<file path="src/rtl/game_sequencer.sv">
`default_nettype none
// ============================================================================
//  Module   : game_sequencer
//  Purpose  : Pong game controller. Steps the play field through menu, serve,
//             rally, point pause and game over. Keeps both scores and detects
//             the win against a target score chosen in the menu.
//  Revision : 1.0 - initial release
// ============================================================================
module game_sequencer #(
   parameter int WIN_A        = 5,
   parameter int WIN_B        = 11,
   parameter int POINT_FRAMES = 60
) (
   input  logic       clk,
   input  logic       reset,
   input  logic       frame_tick,
   input  logic       btn_launch,
   input  logic       btn_up,
   input  logic       btn_down,
   input  logic       left_hit,
   input  logic       right_hit,
   output logic [2:0] state,
   output logic       menu_sel,
   output logic       ball_reset,
   output logic       play_en,
   output logic       serve_side,
   output logic [4:0] score_p1,
   output logic [4:0] score_p2,
   output logic       game_over,
   output logic       winner
);

   // The pause counter only has to reach POINT_FRAMES-1.
   localparam int            c_cnt_w   = (POINT_FRAMES > 1) ? $clog2(POINT_FRAMES) : 1;
   localparam logic [c_cnt_w-1:0] c_last = c_cnt_w'(POINT_FRAMES - 1);
   localparam logic [4:0]    c_win_a   = 5'(WIN_A);
   localparam logic [4:0]    c_win_b   = 5'(WIN_B);
   localparam logic [4:0]    c_max     = 5'd31;

   typedef enum logic [2:0] {
      ST_MENU  = 3'd0,
      ST_START = 3'd2,
      ST_PLAY  = 3'd3,
      ST_POINT = 3'd4,
      ST_OVER  = 3'd5
   } state_t;

   state_t               r_state;
   logic                 r_menu_sel;
   logic                 r_serve_side;
   logic [4:0]           r_score_p1;
   logic [4:0]           r_score_p2;
   logic                 r_winner;
   logic [4:0]           r_target;
   logic [c_cnt_w-1:0]   r_frame_cnt;

   // Button bit order: [0] launch, [1] up, [2] down
   logic [2:0]           r_sync1;
   logic [2:0]           r_sync2;
   logic [2:0]           r_prev;
   logic [2:0]           w_press;
   logic                 w_launch;
   logic                 w_up;
   logic                 w_down;

   // Two-flop synchronizer plus previous-value flop for rising-edge detection
   always_ff @(posedge clk or posedge reset) begin
      if (reset) begin
         r_sync1 <= 3'b000;
         r_sync2 <= 3'b000;
         r_prev  <= 3'b000;
      end else begin
         r_sync1 <= {btn_down, btn_up, btn_launch};
         r_sync2 <= r_sync1;
         r_prev  <= r_sync2;
      end
   end

   assign w_press  = r_sync2 & ~r_prev;
   assign w_launch = w_press[0];
   assign w_up     = w_press[1];
   assign w_down   = w_press[2];

   // Game state machine with registered score, serve, menu and winner outputs
   always_ff @(posedge clk or posedge reset) begin
      if (reset) begin
         r_state      <= ST_MENU;
         r_menu_sel   <= 1'b0;
         r_serve_side <= 1'b0;
         r_score_p1   <= 5'd0;
         r_score_p2   <= 5'd0;
         r_winner     <= 1'b0;
         r_target     <= c_win_a;
         r_frame_cnt  <= '0;
      end else begin
         case (r_state)
            ST_MENU: begin
               // Simultaneous up and down presses cancel out
               if (w_up && !w_down) begin
                  r_menu_sel <= 1'b0;
               end else if (w_down && !w_up) begin
                  r_menu_sel <= 1'b1;
               end
               if (w_launch) begin
                  r_target     <= r_menu_sel ? c_win_b : c_win_a;
                  r_score_p1   <= 5'd0;
                  r_score_p2   <= 5'd0;
                  r_serve_side <= 1'b0;
                  r_state      <= ST_START;
               end
            end
            ST_START: begin
               if (w_launch) begin
                  r_state <= ST_PLAY;
               end
            end
            ST_PLAY: begin
               // Left wall wins a tie so a double hit never scores twice
               if (left_hit) begin
                  if (r_score_p2 != c_max) begin
                     r_score_p2 <= r_score_p2 + 5'd1;
                  end
                  r_serve_side <= 1'b0;
                  r_frame_cnt  <= '0;
                  r_state      <= ST_POINT;
               end else if (right_hit) begin
                  if (r_score_p1 != c_max) begin
                     r_score_p1 <= r_score_p1 + 5'd1;
                  end
                  r_serve_side <= 1'b1;
                  r_frame_cnt  <= '0;
                  r_state      <= ST_POINT;
               end
            end
            ST_POINT: begin
               if (frame_tick) begin
                  if (r_frame_cnt == c_last) begin
                     if ((r_score_p1 >= r_target) || (r_score_p2 >= r_target)) begin
                        r_winner <= (r_score_p2 >= r_target);
                        r_state  <= ST_OVER;
                     end else begin
                        r_state  <= ST_START;
                     end
                  end else begin
                     r_frame_cnt <= r_frame_cnt + c_cnt_w'(1);
                  end
               end
            end
            ST_OVER: begin
               if (w_launch) begin
                  r_state <= ST_MENU;
               end
            end
            default: begin
               r_state <= ST_MENU;
            end
         endcase
      end
   end

   assign state      = r_state;
   assign menu_sel   = r_menu_sel;
   assign serve_side = r_serve_side;
   assign score_p1   = r_score_p1;
   assign score_p2   = r_score_p2;
   assign winner     = r_winner;

   // Phase strobes come straight off the state register
   assign ball_reset = (r_state == ST_START);
   assign play_en    = (r_state == ST_PLAY);
   assign game_over  = (r_state == ST_OVER);

endmodule
`default_nettype wire

</file>
<file path="config.mk">
export PLATFORM = sky130hd
export DESIGN_NAME = game_sequencer
export DESIGN_NICKNAME = d
export VERILOG_FILES = /design/src/rtl/game_sequencer.sv
export SDC_FILE = /design/constraint.sdc
export NUM_CORES = 1
export LEC_CHECK = 0
export CORE_MARGIN = 10
export CORE_UTILIZATION = 38
export CTS_BUF_LIST = sky130_fd_sc_hd__clkbuf_4 sky130_fd_sc_hd__clkbuf_8
export CTS_CLUSTER_DIAMETER = 120
export DETAILED_ROUTE_END_ITERATION = 12
export HOLD_SLACK_MARGIN = 0.08
export PLACE_DENSITY = 0.59
export SLEW_MARGIN = 15
export SYNTH_ARGS = -nofsm -noshare
export SYNTH_HDL_FRONTEND = slang
export SYNTH_SLANG_ARGS = --single-unit
</file>
<file path="constraint.sdc">
create_clock -name clk -period 2.4 [get_ports clk]
set_clock_uncertainty 0.2 [all_clocks]
set_input_delay 0.36 -clock clk [delete_from_list [all_inputs] [get_ports clk]]
set_output_delay 0.36 -clock clk [all_outputs]
set_load 0.01 [all_outputs]
</file>
## Yosys cells after proc, flatten, opt, wreduce, memory -nomap -nowiden

Cells that the tools add are included.

- Register bits: 36
- Input bits: 8

- Reduce and logical (&&, ||, !) cells: 17
- $lt $le $gt $ge: 2
- Bitwise operators: 2
- Equality and inequality tests: 19
- Add/sub/neg operators: 3
- Multiplexer cells: 29

Operators by type and width:

| kind | number |
|---|---|
| two-way mux 5 bit | 6 |
| two-way mux 3 bit | 8 |
| two-way mux 6 bit | 4 |
| case mux 5 bit (2 select lines) | 2 |
| case mux 3 bit (5 select lines) | 1 |
| != test 2 bit (second input constant) | 7 |
| case mux 6 bit (2 select lines) | 1 |
| AND reduction 4 bit | 3 |
| adder 5 x 1 -> 5 bit (second input constant) | 2 |
| >= comparator 5 bit | 2 |
| != test 5 bit (second input constant) | 2 |
| != test 2 x 1 -> 1 bit (second input constant) | 4 |
| adder 6 x 1 -> 6 bit (second input constant) | 1 |
| == test 3 x 2 -> 1 bit (second input constant) | 2 |
| == test 3 bit (second input constant) | 2 |
| == test 6 bit (second input constant) | 1 |
| AND reduction 6 bit | 1 |
| nonzero test 2 bit | 3 |
| two-way mux 1 bit | 5 |
| AND reduction 5 bit | 1 |
| two-way mux 4 bit | 1 |
| AND reduction 2 bit | 2 |
| bitwise AND 3 bit | 1 |
| zero test 3 bit | 1 |
| 7 further kinds | 9 |

## Depth between registers and ports, before layout

- Depth in word-level cells: 6
- Mapped depth: 7
- Gate-level depth less buffers: 7

## Least setup slack after synthesis

No wires, ideal clock.

- Kind: reg2reg
- From: register r_score_p1[0], in the netlist score_p1[0]
- To: register r_score_p1[3], in the netlist score_p1[3]
- Path buffers: 1
- Arrival: 2,100 ps
- Period minus slack after synthesis: 2,378 ps
- Stages on the path, launching flop included: 8
- Setup time: 77 ps
- Path slack: 22 ps
- Cell sequence: dfrtp_1 ha_1 and3_1 ha_1 or4b_1 buf_2 or3_1 a21oi_1

- Longest elaborated chain between the ends: 5
- Elaborated cells on any way between the ends: 8
- Classes of those cells: add/sub (1); eq/ne (2); mux (4); reduce/logical (1)

Ends and longest elaborated chain:

| what | line | text |
|---|---|---|
| start: declaration | 51 | `logic [4:0] r_score_p1;` |
| start signal: assignment | 128 | `r_score_p1 <= r_score_p1 + 5'd1;` |
| adder 5 x 1 -> 5 bit | 128 |  |
| two-way mux 5 bit | 127 | `if (r_score_p1 != c_max) begin` |
| two-way mux 5 bit | 126 | `end else if (right_hit) begin` |
| two-way mux 5 bit | 119 | `if (left_hit) begin` |
| case mux 5 bit (2 select lines) | 96 | `case (r_state)` |

Several ways; a longest one is shown, not always the timed one. The select of a mux whose other input is x is not followed.
A chain may end at the register's enable or synchronous reset.

## Final worst setup path

- From: register r_state[2], in the netlist state[2]
- To: output port play_en

- Longest elaborated chain between the ends: 1

Ends and longest elaborated chain:

| what | line | text |
|---|---|---|
| start: declaration | 48 | `state_t r_state;` |
| start signal: assignment | 87 | `r_state <= ST_MENU;` |
| start signal: assignment | 109 | `r_state <= ST_START;` |
| start signal: assignment | 114 | `r_state <= ST_PLAY;` |
| == test 3 x 2 -> 1 bit | 170 | `assign play_en = (r_state == ST_PLAY);` |
| end: declaration | 25 | `output logic play_en,` |

Every way passes these cells.

==> summary.txt <==
Timing
  • Worst slew margin: 64.5%
  • Hold Fails Final Rpt: 0
  • Crit share post-route: 95.2%
  • RSZ-0062 raised after global routing: no
  • Peak Freq: 438 MHz
  • Worst-Margin Slew: 0.527 ns
  • Count of pins over their slew limit: 0
  • Final hold slack: 0.149 ns
  • Min cycle time layout: 2.29 ns
  • Final setup vio count: 0
  • Fin Setup TNS: 0 ns

Drt
  • Drt first pass iters: 4
  • DRT iter0 DRCs: 84
  • # DRC: 0
  • Vias: 1402
  • Drt total wl: 4080 µm
  • Post-route ant nets: 0
  • Wire per inst: 15.9 µm
  • Via density per instance: 5.46

Place
  • Final Wtd Congestion: 0.791
  • IO Port Bufs: 26
  • Post-DP Area: 2110 µm²
  • Post-DP HPWL: 3110 µm

Yosys
  • Count leader, synth: dfrtp_1
  • Top area cells in the synthesized netlist: dfrtp_1, ha_1, o21ai_0
  • Post-Syn Area: 1750 µm²
  • Mux cell area share after synthesis: 4.22%
  • Post-Syn Area per Cell: 10.5 µm²
  • Asr flop ratio synth: 100%
  • Area leader, netlist: dfrtp_1
  • Number of synthesis warnings: 0
  • #FFs+latches synth: 33
  • Synthesized Nets: 187
  • Adder-cell share of the synthesized area: 8.58%
  • Post-synthesis compound-gate area fraction: 15.6%
  • Leading register cell type out of synthesis: dfrtp_1
  • Synth Area in Simple Gates: 20.6%
  • Synth cell count leaders: dfrtp_1, o21ai_0, ha_1
  • EDFF count, synth: 0
  • Xor and xnor area share after synthesis: 0.501%
  • Post-Syn Instances: 167
  • Main combinational cell family by area after synthesis: simple AND/OR/NAND/NOR gates
  • Register area share after synthesis: 47.3%
  • Top-area cell type share of the netlist area: 45.8%
  • Count of cell types in the netlist: 44

Floorplanning
  • Core Footprint: 4410 µm²
  • Die area: 7720 µm²
  • Initial Utilization: 39.6%
  • Die Wd: 87.8 µm
  • FP Rows: 24
  • Boundary pin count: 27
  • Die Ht: 87.8 µm

Hold path
  • Cells on Worst Hold Path: 0
  • Worst min-delay path class: flip-flop to flip-flop

Layout
  • Final core utilization: 50.3%
  • Share of post-route cells with drive strength above 1: 13.7%
  • Area Overhead vs Synth: 26.8%
  • ANT cells: 0
  • Nets@finish: 224
  • # fillers: 400
  • Final Instance Area: 2220 µm²

Clocking
  • Clock sink count: 33
  • Clock-pin slew on the worst setup and hold paths: 0.06 ns
  • Skew-Pair Late Insertion Delay: 0.29 ns
  • CTS tree: yes
  • Clock root cell: clkbuf_8
  • Number of buffers created by CTS: 5
  • CTS max path bufs: 2
  • # hold bufs at CTS: 0
  • Number of H-tree levels: 2

Global route
  • Largest net degree at the start of global routing: 34
  • Congestion Overflow GR: 0
  • GRT Resource Usage Total: 11.4%
  • Antenna violations before repair: 0
  • Vias in the first global route: 1436
  • Global-route wire length before repair: 6970 µm

Worst setup path
  • Cell count along the critical path: 3
  • Cells on worst reg2reg path: 7
  • Crit path buf inv count: 2
  • CP max stage delay: 0.55 ns
  • Critical path type: flip-flop to primary output
  • Delay-heaviest family, CP: buffers and inverters
  • CP arrival: 1.73 ns
  • Crit Path Max Fanout: 11
  • Worst Path Required: 1.84 ns
  • Slowest cell on the critical path: clkdlybuf4s50_1
  • Critical path startpoint category: flip-flop
  • Worst Setup End Kind: primary output
  • Crit-path cells: nand3b_4 > inv_4 > clkdlybuf4s50_1

Flow run
  • Max Cap Viol: 0

Power
  • PD cells: 957 nW/µm²
  • Worst VDD drop: 0.431 mV
  • Pleak: 0.997 nW

Run status
  • Status: complete, no violations
[cells in the final DEF, fill, tap and decap left out, types with 6 or more instances in the layout]
cell type / netlist / layout
ha_1: 12 / 12
buf_4: 0 / 9
clkbuf_8: 0 / 7
nand3_1: 10 / 10
nor2_1: 8 / 8
nand2_1: 11 / 11
clkdlybuf4s50_1: 0 / 26
o21ai_0: 14 / 12
inv_1: 6 / 6
dfrtp_1: 32 / 30
[sequential cells by signal, summed over array words and instances, names as in the netlist]
register,flops
menu_sel,1
r_prev,3
winner,1
serve_side,1
r_frame_cnt,6
r_sync1,3
score_p2,5
r_sync2,3
r_target,2
score_p1,5
state,3
[area by class of cell]
type                    instances  area (µm²)  share of cell area (%)
clock buffers                   7        96.3                    4.34
flip-flops and latches         33         830                    37.4
inverters                       7        28.8                    1.30
clock inverters                 1        5.00                   0.226
multi-input cells             122         866                    39.0
repair buffers                 35         328                    14.8
well taps                      52        65.1                    2.93
[through the flow]
stage                     std cells  total power, mW  worst slack [ns]
final                           257             2.12             0.114
after CTS                       257             2.15            0.0298
after global routing            257             2.29            0.0250
after floorplan                 167             1.33            0.0221
after detailed placement        249             1.68             0.137
after global placement          249             1.65             0.187
[path summary, 6_finish.rpt]
check                                        startpoint                      end  slack (ns)
worst max-delay path               state[2]$_DFFE_PP0P_                  play_en        0.11
worst min-delay path               r_sync1[0]$_DFF_PP0_     r_sync2[0]$_DFF_PP0_        0.15
worst max register to register  score_p1[0]$_DFFE_PP0P_  score_p1[2]$_DFFE_PP0P_        0.12
worst min register to register     r_sync1[0]$_DFF_PP0_     r_sync2[0]$_DFF_PP0_        0.15
max in group asynchronous                         reset     state[0]$_DFFE_PP0P_        1.41
min in group asynchronous                         reset  score_p2[1]$_DFFE_PP0P_        0.26
[routing by layer]
metal / vias to the layer above / GRT usage, % / wire [µm]
met5: - / 0 / 0
met4: 0 / 5.07 / 92
met3: 9 / 3.90 / 237
met2: 33 / 17.9 / 1910
met1: 673 / 13.7 / 1850
li1: 687 / - / -
[cells by family (layout without fill, tap and decap cells)]
| logic type | Yosys count | in the layout |
|---|---|---|
| compound gates | 40 | 40 |
| xor+xnor | 1 | 1 |
| fa+ha+maj | 12 | 12 |
| buf+inv | 12 | 50 |
| flops | 33 | 33 |
| mux | 7 | 7 |
| simple gates | 62 | 62 |
[where the power goes]
group          internal, mW  switching, mW  total [mW]  leakage [nW]
clock network         0.259          0.203       0.462        0.0542
logic                 0.408          0.392       0.800         0.523
registers             0.694          0.167       0.861         0.420
total                  1.36          0.761        2.12         0.997
[worst reg2reg max path, cell delays in order (launching register included)]
cell     delay [ns]
dfrtp_1        0.38
ha_1           0.22
and3_1         0.17
ha_1           0.17
or4b_1         0.54
buf_4          0.18
nor3b_1        0.25
a21o_1         0.11
[what timing repair did]
item | CTS | global route
resized for setup | 0 | 5
endpoints found under the setup margin | 0 | 4
setup buffers | 0 | 0
(Power assumes the default switching activity.)
